## src/rtl/fir_pkg.sv

```systemverilog
// Shared types and helpers for the streaming FIR filter.
//   fir_state_e   : control FSM states (IDLE, MAC, OUT)
//   sat_result_t  : clamped output value plus saturation bit
//   acc_width()   : accumulator width needed for a given tap count
//   sat_unsigned(): rescale an accumulator and clamp it to an unsigned range
package fir_pkg;

  typedef enum logic [1:0] {IDLE, MAC, OUT} fir_state_e;

  typedef struct packed {
    logic        sat;
    logic [31:0] value;
  } sat_result_t;

  function automatic int acc_width(int taps, int data_w, int coef_w);
    return data_w + coef_w + $clog2(taps) + 1;
  endfunction

  // Floor-shift the accumulator down to integer scale, then clamp to
  // [0, 2^data_w-1]; sat is set whenever clamping changed the value.
  function automatic sat_result_t sat_unsigned(logic signed [63:0] acc,
                                               int frac_bits, int data_w);
    logic signed [63:0] shifted;
    logic signed [63:0] max_val;
    sat_result_t        r;
    shifted = acc >>> frac_bits;
    max_val = (64'sd1 <<< data_w) - 64'sd1;
    if (shifted < 64'sd0) begin
      r.sat   = 1'b1;
      r.value = '0;
    end else if (shifted > max_val) begin
      r.sat   = 1'b1;
      r.value = 32'(max_val);
    end else begin
      r.sat   = 1'b0;
      r.value = 32'(shifted);
    end
    return r;
  endfunction

endpackage

```

## src/rtl/fir_stream_filter_if.sv

```systemverilog
// Stream and coefficient bus of the FIR filter.
//   in_valid/in_ready/in_data       : input sample handshake
//   out_valid/out_ready/out_data    : output sample handshake
//   sat_flag                        : output was clamped (qualified by out_valid)
//   coef_we/coef_addr/coef_wdata    : coefficient write port
// master = sample source / controller side, slave = filter side.
interface fir_stream_filter_if #(
  parameter int DATA_W = 8,
  parameter int COEF_W = 16,
  parameter int ADDR_W = 6
);
  logic                     in_valid;
  logic                     in_ready;
  logic [DATA_W-1:0]        in_data;
  logic                     out_valid;
  logic                     out_ready;
  logic [DATA_W-1:0]        out_data;
  logic                     sat_flag;
  logic                     coef_we;
  logic [ADDR_W-1:0]        coef_addr;
  logic signed [COEF_W-1:0] coef_wdata;

  modport master (
    output in_valid, in_data, out_ready, coef_we, coef_addr, coef_wdata,
    input  in_ready, out_valid, out_data, sat_flag
  );

  modport slave (
    input  in_valid, in_data, out_ready, coef_we, coef_addr, coef_wdata,
    output in_ready, out_valid, out_data, sat_flag
  );
endinterface

```

## src/rtl/fir_mac.sv

```systemverilog
// Single multiply(-pre-add)-accumulate stage of the FIR filter.
//   clk, rst_n : clock, asynchronous active-low reset
//   clr        : zero the accumulator (wins over en)
//   en         : add the current product into the accumulator
//   sample_a   : unsigned history sample hist[n-k]
//   sample_b   : unsigned mirrored sample hist[n-(TAPS-1-k)] (FIR_SYMMETRIC_EN only)
//   pre_add    : add sample_b before the multiply (FIR_SYMMETRIC_EN only)
//   coef       : signed coefficient for this tap
//   acc        : registered accumulator
//   acc_nxt    : accumulator including the current product (combinational)
// Build option: FIR_SYMMETRIC_EN enables the pre-adder.
module fir_mac #(
  parameter int DATA_W = 8,
  parameter int COEF_W = 16,
  parameter int ACC_W  = 27
) (
  input  logic                     clk,
  input  logic                     rst_n,
  input  logic                     clr,
  input  logic                     en,
  input  logic [DATA_W-1:0]        sample_a,
`ifdef FIR_SYMMETRIC_EN
  input  logic [DATA_W-1:0]        sample_b,
  input  logic                     pre_add,
`endif
  input  logic signed [COEF_W-1:0] coef,
  output logic signed [ACC_W-1:0]  acc,
  output logic signed [ACC_W-1:0]  acc_nxt
);

`ifdef FIR_SYMMETRIC_EN
  localparam int OP_W = DATA_W + 2;
  logic signed [OP_W-1:0] operand;
  // Centre tap of an odd-length filter has no mirror partner.
  assign operand = pre_add ? ($signed({2'b00, sample_a}) + $signed({2'b00, sample_b}))
                           : $signed({2'b00, sample_a});
`else
  localparam int OP_W = DATA_W + 1;
  logic signed [OP_W-1:0] operand;
  assign operand = $signed({1'b0, sample_a});
`endif

  logic signed [OP_W+COEF_W-1:0] prod;

  assign prod    = (OP_W+COEF_W)'(operand) * (OP_W+COEF_W)'(coef);
  assign acc_nxt = acc + ACC_W'(prod);

  always_ff @(posedge clk or negedge rst_n) begin
    if (!rst_n) begin
      acc <= '0;
    end else if (clr) begin
      acc <= '0;
    end else if (en) begin
      acc <= acc_nxt;
    end
  end

endmodule

```

## src/rtl/fir_stream_filter.sv

```systemverilog
// Streaming FIR low-pass filter with a time-multiplexed MAC (one tap/cycle).
//   clk, rst_n : clock, asynchronous active-low reset
//   bus        : slave side of fir_stream_filter_if (sample in/out handshakes,
//                sat_flag, coefficient write port)
//   flush      : synchronous clear of history and in-flight work (coefs kept)
//   busy       : high in MAC or OUT
// Build option: FIR_SYMMETRIC_EN folds symmetric taps through a pre-adder,
// halving the MAC cycles; only the first ceil(TAPS/2) coefs are writable.
module fir_stream_filter
  import fir_pkg::*;
#(
  parameter int TAPS      = 50,
  parameter int DATA_W    = 8,
  parameter int COEF_W    = 16,
  parameter int FRAC_BITS = 14,
  parameter int ACC_W     = acc_width(TAPS, DATA_W, COEF_W)
) (
  input  logic                clk,
  input  logic                rst_n,
  fir_stream_filter_if.slave  bus,
  input  logic                flush,
  output logic                busy
);

  localparam int AW = $clog2(TAPS);
`ifdef FIR_SYMMETRIC_EN
  localparam int MAC_N  = (TAPS + 1) / 2;
`else
  localparam int MAC_N  = TAPS;
`endif
  localparam int COEF_N = MAC_N;

  fir_state_e               state, state_nxt;
  logic [DATA_W-1:0]        hist [TAPS];
  logic signed [COEF_W-1:0] coef [TAPS];
  logic [AW-1:0]            wr_ptr, k;
  logic [AW-1:0]            idx_a;
  logic [AW:0]              raw_a;
  logic                     accept, mac_last, mac_clr, mac_en;
  logic signed [ACC_W-1:0]  acc, acc_nxt;
  sat_result_t              sat_r;

  assign bus.in_ready  = (state == IDLE) && !flush;
  assign bus.out_valid = (state == OUT);
  assign busy          = (state != IDLE);
  assign accept        = bus.in_valid && bus.in_ready;
  assign mac_last      = (state == MAC) && (k == AW'(MAC_N - 1));

  // Newest sample sits at wr_ptr; tap k reaches k samples back, modulo TAPS.
  assign raw_a = {1'b0, wr_ptr} + (AW+1)'(TAPS) - {1'b0, k};
  assign idx_a = (raw_a >= (AW+1)'(TAPS)) ? AW'(raw_a - (AW+1)'(TAPS)) : AW'(raw_a);

`ifdef FIR_SYMMETRIC_EN
  logic [AW:0]   raw_b;
  logic [AW-1:0] idx_b;
  logic          pre_add;
  // Mirror tap TAPS-1-k is (wr_ptr + k + 1) mod TAPS.
  assign raw_b   = {1'b0, wr_ptr} + {1'b0, k} + (AW+1)'(1);
  assign idx_b   = (raw_b >= (AW+1)'(TAPS)) ? AW'(raw_b - (AW+1)'(TAPS)) : AW'(raw_b);
  assign pre_add = ({1'b0, k} << 1) != (AW+1)'(TAPS - 1);
`endif

  fir_mac #(
    .DATA_W (DATA_W),
    .COEF_W (COEF_W),
    .ACC_W  (ACC_W)
  ) u_mac (
    .clk      (clk),
    .rst_n    (rst_n),
    .clr      (mac_clr),
    .en       (mac_en),
    .sample_a (hist[idx_a]),
`ifdef FIR_SYMMETRIC_EN
    .sample_b (hist[idx_b]),
    .pre_add  (pre_add),
`endif
    .coef     (coef[k]),
    .acc      (acc),
    .acc_nxt  (acc_nxt)
  );

  assign sat_r = sat_unsigned(64'(acc_nxt), FRAC_BITS, DATA_W);

  always_ff @(posedge clk or negedge rst_n) begin
    if (!rst_n) begin
      state <= IDLE;
    end else begin
      state <= state_nxt;
    end
  end

  always_comb begin
    state_nxt = state;
    mac_clr   = 1'b0;
    mac_en    = 1'b0;
    if (flush) begin
      state_nxt = IDLE;
      mac_clr   = 1'b1;
    end else begin
      case (state)
        IDLE: if (accept) begin
          state_nxt = MAC;
          mac_clr   = 1'b1;
        end
        MAC: begin
          mac_en = 1'b1;
          if (mac_last) state_nxt = OUT;
        end
        OUT: if (bus.out_ready) state_nxt = IDLE;
        default: state_nxt = IDLE;
      endcase
    end
  end

  always_ff @(posedge clk or negedge rst_n) begin
    if (!rst_n) begin
      wr_ptr       <= '0;
      k            <= '0;
      bus.out_data <= '0;
      bus.sat_flag <= 1'b0;
      for (int i = 0; i < TAPS; i++) begin
        hist[i] <= '0;
        coef[i] <= '0;
      end
    end else begin
      // A write landing with an accepted sample is already visible at tap 0.
      if (state == IDLE && bus.coef_we && int'(bus.coef_addr) < COEF_N) begin
        coef[bus.coef_addr] <= bus.coef_wdata;
      end
      if (flush) begin
        wr_ptr <= '0;
        k      <= '0;
        for (int i = 0; i < TAPS; i++) begin
          hist[i] <= '0;
        end
      end else if (accept) begin
        hist[wr_ptr] <= bus.in_data;
        k            <= '0;
      end else if (state == MAC) begin
        k <= k + AW'(1);
        if (mac_last) begin
          bus.out_data <= DATA_W'(sat_r.value);
          bus.sat_flag <= sat_r.sat;
          wr_ptr       <= (wr_ptr == AW'(TAPS - 1)) ? '0 : wr_ptr + AW'(1);
        end
      end
    end
  end

endmodule

```

## src/flat_wrapper.sv

```systemverilog
// flat-port wrapper written by rule: the top's interface ports become plain ports
module fir_stream_filter_flat import fir_pkg::*;
#(
  parameter int TAPS      = 50,
  parameter int DATA_W    = 8,
  parameter int COEF_W    = 16,
  parameter int FRAC_BITS = 14,
  parameter int ACC_W     = acc_width(TAPS, DATA_W, COEF_W)
)
  (clk, rst_n, flush, busy, bus_in_valid, bus_in_data, bus_out_ready, bus_coef_we, bus_coef_addr, bus_coef_wdata, bus_in_ready, bus_out_valid, bus_out_data, bus_sat_flag);
  fir_stream_filter_if #(.DATA_W(DATA_W), .COEF_W(COEF_W), .ADDR_W(($clog2(TAPS)))) bus_i ();
  input  logic clk;
  input  logic rst_n;
  input  logic flush;
  output logic busy;
  input wire logic [$bits(bus_i.in_valid)-1:0] bus_in_valid;
  input wire logic [$bits(bus_i.in_data)-1:0] bus_in_data;
  input wire logic [$bits(bus_i.out_ready)-1:0] bus_out_ready;
  input wire logic [$bits(bus_i.coef_we)-1:0] bus_coef_we;
  input wire logic [$bits(bus_i.coef_addr)-1:0] bus_coef_addr;
  input wire logic [$bits(bus_i.coef_wdata)-1:0] bus_coef_wdata;
  output wire logic [$bits(bus_i.in_ready)-1:0] bus_in_ready;
  output wire logic [$bits(bus_i.out_valid)-1:0] bus_out_valid;
  output wire logic [$bits(bus_i.out_data)-1:0] bus_out_data;
  output wire logic [$bits(bus_i.sat_flag)-1:0] bus_sat_flag;
  assign bus_i.in_valid = bus_in_valid;
  assign bus_i.in_data = bus_in_data;
  assign bus_i.out_ready = bus_out_ready;
  assign bus_i.coef_we = bus_coef_we;
  assign bus_i.coef_addr = bus_coef_addr;
  assign bus_i.coef_wdata = bus_coef_wdata;
  assign bus_in_ready = bus_i.in_ready;
  assign bus_out_valid = bus_i.out_valid;
  assign bus_out_data = bus_i.out_data;
  assign bus_sat_flag = bus_i.sat_flag;
  fir_stream_filter #(.TAPS(TAPS), .DATA_W(DATA_W), .COEF_W(COEF_W), .FRAC_BITS(FRAC_BITS), .ACC_W(ACC_W)) u_core (.clk(clk), .rst_n(rst_n), .bus(bus_i), .flush(flush), .busy(busy));
endmodule
```

## config.mk

```make
export PLATFORM = sky130hd
export DESIGN_NAME = fir_stream_filter_flat
export DESIGN_NICKNAME = d
export VERILOG_FILES = /design/src/rtl/fir_pkg.sv /design/src/rtl/fir_stream_filter_if.sv /design/src/rtl/fir_mac.sv /design/src/rtl/fir_stream_filter.sv /design/src/flat_wrapper.sv
export SDC_FILE = /design/constraint.sdc
export NUM_CORES = 2
export LEC_CHECK = 0
export ABC_AREA = 1
export BUFFER_PORTS_ARGS = -buffer_cell sky130_fd_sc_hd__buf_4
export CORE_MARGIN = 2
export CORE_UTILIZATION = 53
export CTS_BUF_LIST = sky130_fd_sc_hd__clkbuf_4
export CTS_CLUSTER_SIZE = 40
export DETAILED_ROUTE_END_ITERATION = 12
export PLACE_DENSITY = 0.79
export SKIP_CTS_REPAIR_TIMING = 1
export SYNTH_ARGS = -nofsm -noshare
export SYNTH_HDL_FRONTEND = slang
export SYNTH_SLANG_ARGS = --single-unit
```

## constraint.sdc

```tcl
create_clock -name clk -period 8.59 [get_ports clk]
set_input_delay 0.859 -clock clk [delete_from_list [all_inputs] [get_ports clk]]
set_output_delay 0.859 -clock clk [all_outputs]
set_load 0.03 [all_outputs]
```

# Yosys cells after proc, flatten, opt, wreduce, memory -nomap -nowiden
# Cells that the tools add are included.
dict set report classes {
  mux 37
  multipliers 1
  n_div 0
  shifts 0
  n_eq_ne 8
  bitwise 6
  magnitude_cmp 10
  add_sub_neg 6
  n_reduce_logical 18
}
# cell count
set op_table {}
lappend op_table {{bitwise mux 800 bit} 1}
lappend op_table {{two-way mux 400 bit} 2}
lappend op_table {{bitwise mux 400 bit} 1}
lappend op_table {{binary-select mux 16 bit (select 6 bit)} 1}
lappend op_table {{demux 16 bit (select 6 bit)} 1}
lappend op_table {{two-way mux 33 bit} 2}
lappend op_table {{two-way mux 31 bit} 2}
lappend op_table {{two-way mux 6 bit} 9}
lappend op_table {{binary-select mux 8 bit (select 6 bit)} 1}
lappend op_table {{demux 8 bit (select 6 bit)} 1}
lappend op_table {{two-way mux 16 bit} 3}
lappend op_table {{adder 31 x 25 -> 31 bit} 1}
lappend op_table {{>= comparator 7 bit, second input constant} 4}
lappend op_table {{NOT 6 -> 7 bit} 4}
lappend op_table {{multiplier 9 x 16 -> 25 bit} 1}
lappend op_table {{two-way mux 8 bit} 3}
lappend op_table {{> comparator 17 x 9 -> 1 bit, second input constant} 1}
lappend op_table {{< comparator 17 x 1 -> 1 bit, second input constant} 1}
lappend op_table {{< comparator 7 x 1 -> 1 bit, second input constant} 2}
lappend op_table {{adder 6 x 1 -> 6 bit, second input constant} 2}
lappend op_table {{== test 6 bit, second input constant} 2}
lappend op_table {{nonzero test 2 bit} 5}
lappend op_table {{two-way mux 2 bit} 4}
lappend op_table {{adder 6 x 6 -> 7 bit, second input constant} 1}
lappend op_table {{18 further kinds} 31}
dict set report totals {
  mem_bits_rw 0
  out_inout_bits 12
  n_memories 0
  word_cells 192
  reg_bits 1254
  in_bits 36
  romBits 0
  latchBits 0
}

# Depth between registers and ports, before layout
dict set report logic_depth {
  depth_word 13
  ltp_mapped 52
  mapped_depth_nobuf 50
}

# Modules after synthesis
# A second synthesis with hierarchy kept.
dict set report unflattened {
  hier_cells 7926
  area_unflattened_um2 63872.5
}
# module n_inst cells_per_inst area_per_inst_um2 seq_area_each_um2
set by_module_without_submodules {}
lappend by_module_without_submodules {fir_stream_filter 1 6791 55914.9 30604.4}
lappend by_module_without_submodules {fir_mac 1 1135 7957.6 775.7}

# Worst setup path before layout
# OpenSTA, ideal clock, no wires.
dict set report synth_path {
  path_kind {flip-flop to flip-flop}
  from {register u_core.wr_ptr[1]}
  to {register u_core.bus.out_data[0]}
  required_time_ns 8.473
  path_buffers 2
  slack_ns 0.603
  synth_period_minus_slack_ns 7.987
  setup_time_ns 0.117
  stages_incl_launch_ff 44
  t_arrival_ns 7.870
  path_cell_list {dfrtp_1 -> inv_1 -> ha_1 -> inv_1 -> ha_1 -> fa_1 -> inv_1 -> ha_1 -> o211ai_2 -> nand3_4 -> nand2_8 -> nand2_1 -> o21ai_4 -> inv_4 -> buf_2 -> o21ai_1 -> nand3_1 -> nand2_2 -> [... 8 more ...] -> fa_1 -> inv_1 -> ha_1 -> nand2_1 -> nor2_1 -> nand2_1 -> nor3_1 -> nand2_1 -> nand2_1 -> nand2_1 -> nand2_1 -> nand2_1 -> nor2_1 -> nand2_1 -> nand2_1 -> nand2_1 -> nand2_1 -> nand2_1}
}
dict set report synth_between {
  elab_chain_len 13
  word_cells_on_any_way 15
  cone_classes {add/sub (4); mul (1); order compare (3); mux (6); bitwise (1)}
}
# element line_no
set synth_rtl {}
lappend synth_rtl {{start, declared} fir_stream_filter.sv:36} ;# logic [AW-1:0] wr_ptr, k;
lappend synth_rtl {{start signal, assigned} fir_stream_filter.sv:144} ;# wr_ptr <= (wr_ptr == AW'(TAPS - 1)) ? '0 : wr_ptr + AW'(1);
lappend synth_rtl {{adder 6 x 6 -> 7 bit (*)} fir_stream_filter.sv:50} ;# assign raw_a = {1'b0, wr_ptr} + (AW+1)'(TAPS) - {1'b0, k};
lappend synth_rtl {{subtractor 7 x 6 -> 7 bit (*)} fir_stream_filter.sv:50}
lappend synth_rtl {{subtractor 6 bit / >= comparator 7 x 6 -> 1 bit (equally long branches)} fir_stream_filter.sv:51} ;# assign idx_a = (raw_a >= (AW+1)'(TAPS)) ? AW'(raw_a - (AW+1)'(TAPS)) : AW'(raw_a);
lappend synth_rtl {{two-way mux 6 bit (*)} fir_stream_filter.sv:51}
lappend synth_rtl {{NOT 6 -> 7 bit (not written as such) (*)} fir_stream_filter.sv:72} ;# .sample_a (hist[idx_a]),
lappend synth_rtl {{binary-select mux 8 bit (select 6 bit) (*)} fir_stream_filter.sv:72}
lappend synth_rtl {{two-way mux 8 bit (not written as such) (*) (2 in a row)} fir_stream_filter.sv:72}
lappend synth_rtl {{multiplier 9 x 16 -> 25 bit (*)} fir_mac.sv:45} ;# assign prod = (OP_W+COEF_W)'(operand) * (OP_W+COEF_W)'(coef);
lappend synth_rtl {{adder 31 x 25 -> 31 bit (*)} fir_mac.sv:46} ;# assign acc_nxt = acc + ACC_W'(prod);
lappend synth_rtl {{> comparator 17 x 9 -> 1 bit} fir_pkg.sv:31} ;# end else if (shifted > max_val) begin
lappend synth_rtl {{two-way mux 33 bit} fir_pkg.sv:31}
lappend synth_rtl {{two-way mux 33 bit (*)} fir_pkg.sv:28} ;# if (shifted < 64'sd0) begin
lappend synth_rtl {{end signal, assigned} fir_stream_filter.sv:142} ;# bus.out_data <= DATA_W'(sat_r.value);
lappend synth_rtl {{end, declared} fir_stream_filter_if.sv:30} ;# output in_ready, out_valid, out_data, sat_flag
# Mark *: on every way between the ends. The rest lies on a longest branch, timed or not. The select of a mux whose other input is x is not followed.
# A chain may end at the register's enable or synchronous reset.

# Worst setup path in the final report
dict set report layout_path {
  from {register u_core.k[1]}
  to {register u_core.bus.out_data[6]}
}
dict set report layout_between {
  elab_chain_len 12
  word_cells_on_any_way 21
  cone_classes {add/sub (3); mul (1); order compare (3); eq/ne (1); mux (9); bitwise (2); reduce/logical (2)}
}
# element line_no
set layout_rtl {}
lappend layout_rtl {{start, declared} fir_stream_filter.sv:36}
lappend layout_rtl {{start signal, assigned} fir_stream_filter.sv:140} ;# k <= k + AW'(1);
lappend layout_rtl {{subtractor 7 x 6 -> 7 bit} fir_stream_filter.sv:50}
lappend layout_rtl {{subtractor 6 bit / >= comparator 7 x 6 -> 1 bit (equally long branches)} fir_stream_filter.sv:51}
lappend layout_rtl {{two-way mux 6 bit} fir_stream_filter.sv:51}
lappend layout_rtl {{NOT 6 -> 7 bit (not written as such)} fir_stream_filter.sv:72}
lappend layout_rtl {{binary-select mux 8 bit (select 6 bit)} fir_stream_filter.sv:72}
lappend layout_rtl {{two-way mux 8 bit (not written as such) (2 in a row)} fir_stream_filter.sv:72}
lappend layout_rtl {{multiplier 9 x 16 -> 25 bit} fir_mac.sv:45}
lappend layout_rtl {{adder 31 x 25 -> 31 bit} fir_mac.sv:46}
lappend layout_rtl {{> comparator 17 x 9 -> 1 bit} fir_pkg.sv:31}
lappend layout_rtl {{two-way mux 33 bit} fir_pkg.sv:31}
lappend layout_rtl {{two-way mux 33 bit} fir_pkg.sv:28}
# Several ways; a longest one is shown, not always the timed one. The select of a mux whose other input is x is not followed.

==> flow_summary.toml <==
[clock_network]
tritoncts = "yes"
cts-root-buf = "clkbuf_4"
clockBufferDepth = 4
cts.sinks = 1254
insertion_delay_ns = 1.34
htree_num_levels = 5
cts_buffers = 340
path_clk_slew_ns = 0.06

[yosys]
synth_edf_count = 0
synth_fp_nets = 7931
seq_area_frac_synth_pct = 49.4
yosysWarnings = 0
synth_area_um2 = 63500
synth_ff_type = "dfrtp_1"
ys_async_sr_fraction_pct = 100
synth.distinct_cells = 52
syn_area_per_cell_um2 = 8.27
synthCells = 7683
ys_ff_latch = 1254

[grt]
grt_max_degree = 210
grt_pass1_vias = 55100
antenna_found_initial = 7
gr-total-overflow = 0
grt_pass1_wl_um = 303000
grt_usage_pct = 31.1

[floorplan]
die_y_um = 350
fp-row-count = 126
core_area_um2 = 118000
io_pins = 48
die_x_um = 350
die_area_um2 = 123000
initial_core_util_pct = 53.6

[drt]
drc = 0
dr_total_vias = 57300
wl_per_cell_um = 20.0
drtIter0Drc = 7052
ant_nets = 0
vias_per_cell = 5.99
routed_wl_um = 191000
firstDrtPassIters = 10

[power_and_ir_drop]
comb_power_share_pct = 40.6
p_leak_nw = 32.1
p_sw_share_pct = 38.4
power_frac_seq_pct = 33.4
power_frac_clock_pct = 26.0
p_int_mw = 12.0
p_sw_mw = 7.51
vdd_drop_max_mv = 0.294
cellPowerDensity_nw_per_um2 = 277

[timing]
min_period_ns = 8.30
worst_pin_slew_ns = 1.21
worst_slack_ns = 0.290
clock_skew_ns = 0.117
min_period_over_period_pct = 96.6
tns_ns = 0
maxSlewHeadroom_pct = 19.0
hold_viol_final = 3
maxSlewViolCount = 0
max_freq_ghz = 0.120
final-setup-viol-count = 0
hold_ws_ns = -0.0144

[job]
max_cap_violations = 0

[finish]
final_cells = 9569
post-route-util_pct = 59.5
drive_above_1_share_pct = 12.2
nets = 8023
area_delta_synth_final_pct = 11.0

[placement]
dpl.hpwl_um = 120000
io_buffers = 47
place_inst = 9006
pre_cts_ws_ns = -0.132
place_congestion = 0.961

[worst_setup_path]
crit_required_ns = 9.70
arrival_ns = 9.41
critPathKind = "flop to flop"
critical_path.max_fanout = 8
cp_common_cell = "nand2_1"
cpMaxStageDelayCell = "fa_1"
startpoint_type = "flop"
cpPeakStageDelay_ns = 0.62
end_kind = "flop"

[outcome]
violations = "hold timing"
outcome = "finished with violations"

[worst_hold_path]
holdCritPathClass = "input port to flop"
-- power by group through the flow --
stage | clock, mW | combinational (mW) | sequential (mW)
5_1_grt | 5.47 | 8.73 | 6.56
2_1_floorplan | 0 | 4.47 | 6.57
6_report | 5.08 | 7.94 | 6.52
3_3_place_gp | 0 | 7.05 | 6.60
4_1_cts | 5.14 | 7.23 | 6.51
3_5_place_dp | 0 | 7.18 | 6.62
-- cell usage in the layout (no fill, tap or decap), types with 128 or more instances in the layout --
cell type | netlist | layout
inv_1 | 577 | 556
nand2_1 | 1994 | 1968
nor2_1 | 312 | 289
o21ai_0 | 1396 | 1384
buf_4 | 16 | 265
a21oi_1 | 330 | 308
clkbuf_4 | 0 | 489
dfrtp_1 | 1254 | 1252
nand3_1 | 454 | 444
fa_1 | 132 | 128
o22ai_1 | 218 | 218
-- routing by layer --
layer | vias up | GRT usage, % | routed length [um]
met5 | - | 0 | 60
met4 | 8 | 16.7 | 9960
met3 | 613 | 6.41 | 18300
met2 | 3033 | 48.7 | 88100
met1 | 27700 | 40.8 | 74700
li1 | 26000 | - | -
-- synthesized netlist by cell type, types with 7 or more instances --
cell / n / area, um^2
buf_6: 9 / 101
buf_1: 27 / 101
xor2_1: 9 / 78.8
o31ai_1: 14 / 105
nor3_1: 27 / 135
nand2_4: 7 / 78.8
nand4_1: 13 / 81.3
o221ai_1: 54 / 473
nand3_1: 454 / 2270
a31oi_1: 15 / 93.8
fa_1: 132 / 2640
o2111ai_1: 15 / 131
dfrtp_1: 1254 / 31400
a32oi_1: 20 / 175
nor4_1: 10 / 62.6
o21ai_0: 1396 / 6990
clkbuf_1: 456 / 1710
a22oi_1: 36 / 270
ha_1: 80 / 1000
inv_1: 577 / 2170
a32o_1: 77 / 771
o22ai_1: 218 / 1360
o21ai_1: 8 / 40.0
xnor2_1: 9 / 78.8
o211ai_1: 7 / 52.6
nor2_1: 312 / 1170
buf_4: 16 / 120
a21oi_1: 330 / 1650
nand2_1: 1994 / 7480
buf_2: 55 / 275
-- critical path, delay by kind of cell (launching register included) --
kind | cells | cell delay [ns]
simple gates | 20 | 1.91
buf+inv | 7 | 0.68
flops | 1 | 0.50
fa+ha+maj | 10 | 4.20
compound gates | 6 | 0.84
-- registers in the layout, summed over array words and instances (netlist names) --
register	cells
u_core.wr_ptr	6
u_core.hist	400
u_core.coef	800
u_core.bus.sat_flag	1
u_core.bus.out_data	8
u_core.state	2
u_core.k	6
u_core.u_mac.acc	31
-- worst paths after layout --
path,startpoint,end,slack [ns],depth (start not counted)
worst max-delay path,u_core.k[1],u_core.bus.out_data[6],0.29,43
worst min-delay path,bus_in_data[2],u_core.hist[130],-0.01,3
worst max register to register,u_core.k[1],u_core.bus.out_data[6],0.29,43
worst min register to register,u_core.coef[173],u_core.coef[173],0.48,2
max in group asynchronous,rst_n,u_core.hist[207],6.40,4
min in group asynchronous,rst_n,u_core.hist[355],0.24,2
-- cells by family (layout without fill, tap and decap cells) --
| logic type | Yosys count | after routing | synth area share [%] |
|---|---|---|---|
| and+or+nand+nor | 2839 | 2840 | 18.1 |
| AOI/OAI and AO/OA | 2209 | 2210 | 19.4 |
| muxes | 1 | 1 | 0.0158 |
| adders and majority gates | 212 | 212 | 5.74 |
| buffers and inverters | 1149 | 1429 | 7.11 |
| xor gates and xnor gates | 19 | 19 | 0.292 |
| DFF | 1254 | 1254 | 49.4 |
| other | 0 | 4 | 0 |
-- metrics by stage --
stage	area (um^2)	hold slack, ns	total power, mW
5_1_grt	70500	-0.000284	20.8
3_3_place_gp	65800	0.461	13.6
6_report	70500	-0.0144	19.5
4_1_cts	69700	-0.428	18.9
2_1_floorplan	63500	0.448	11.0
3_5_place_dp	65800	0.467	13.8
-- cell type report --
type | instances | area [um^2]
clock inverters | 43 | 230
multi-input cells | 5282 | 28200
clock buffers | 489 | 3670
diodes | 4 | 10.0
flip-flops and latches | 1254 | 31400
well taps | 1600 | 2000
repair buffers | 311 | 2780
fillers | 10200 | 47900
inverters | 586 | 2220
Power figures use the tool's default switching activity.
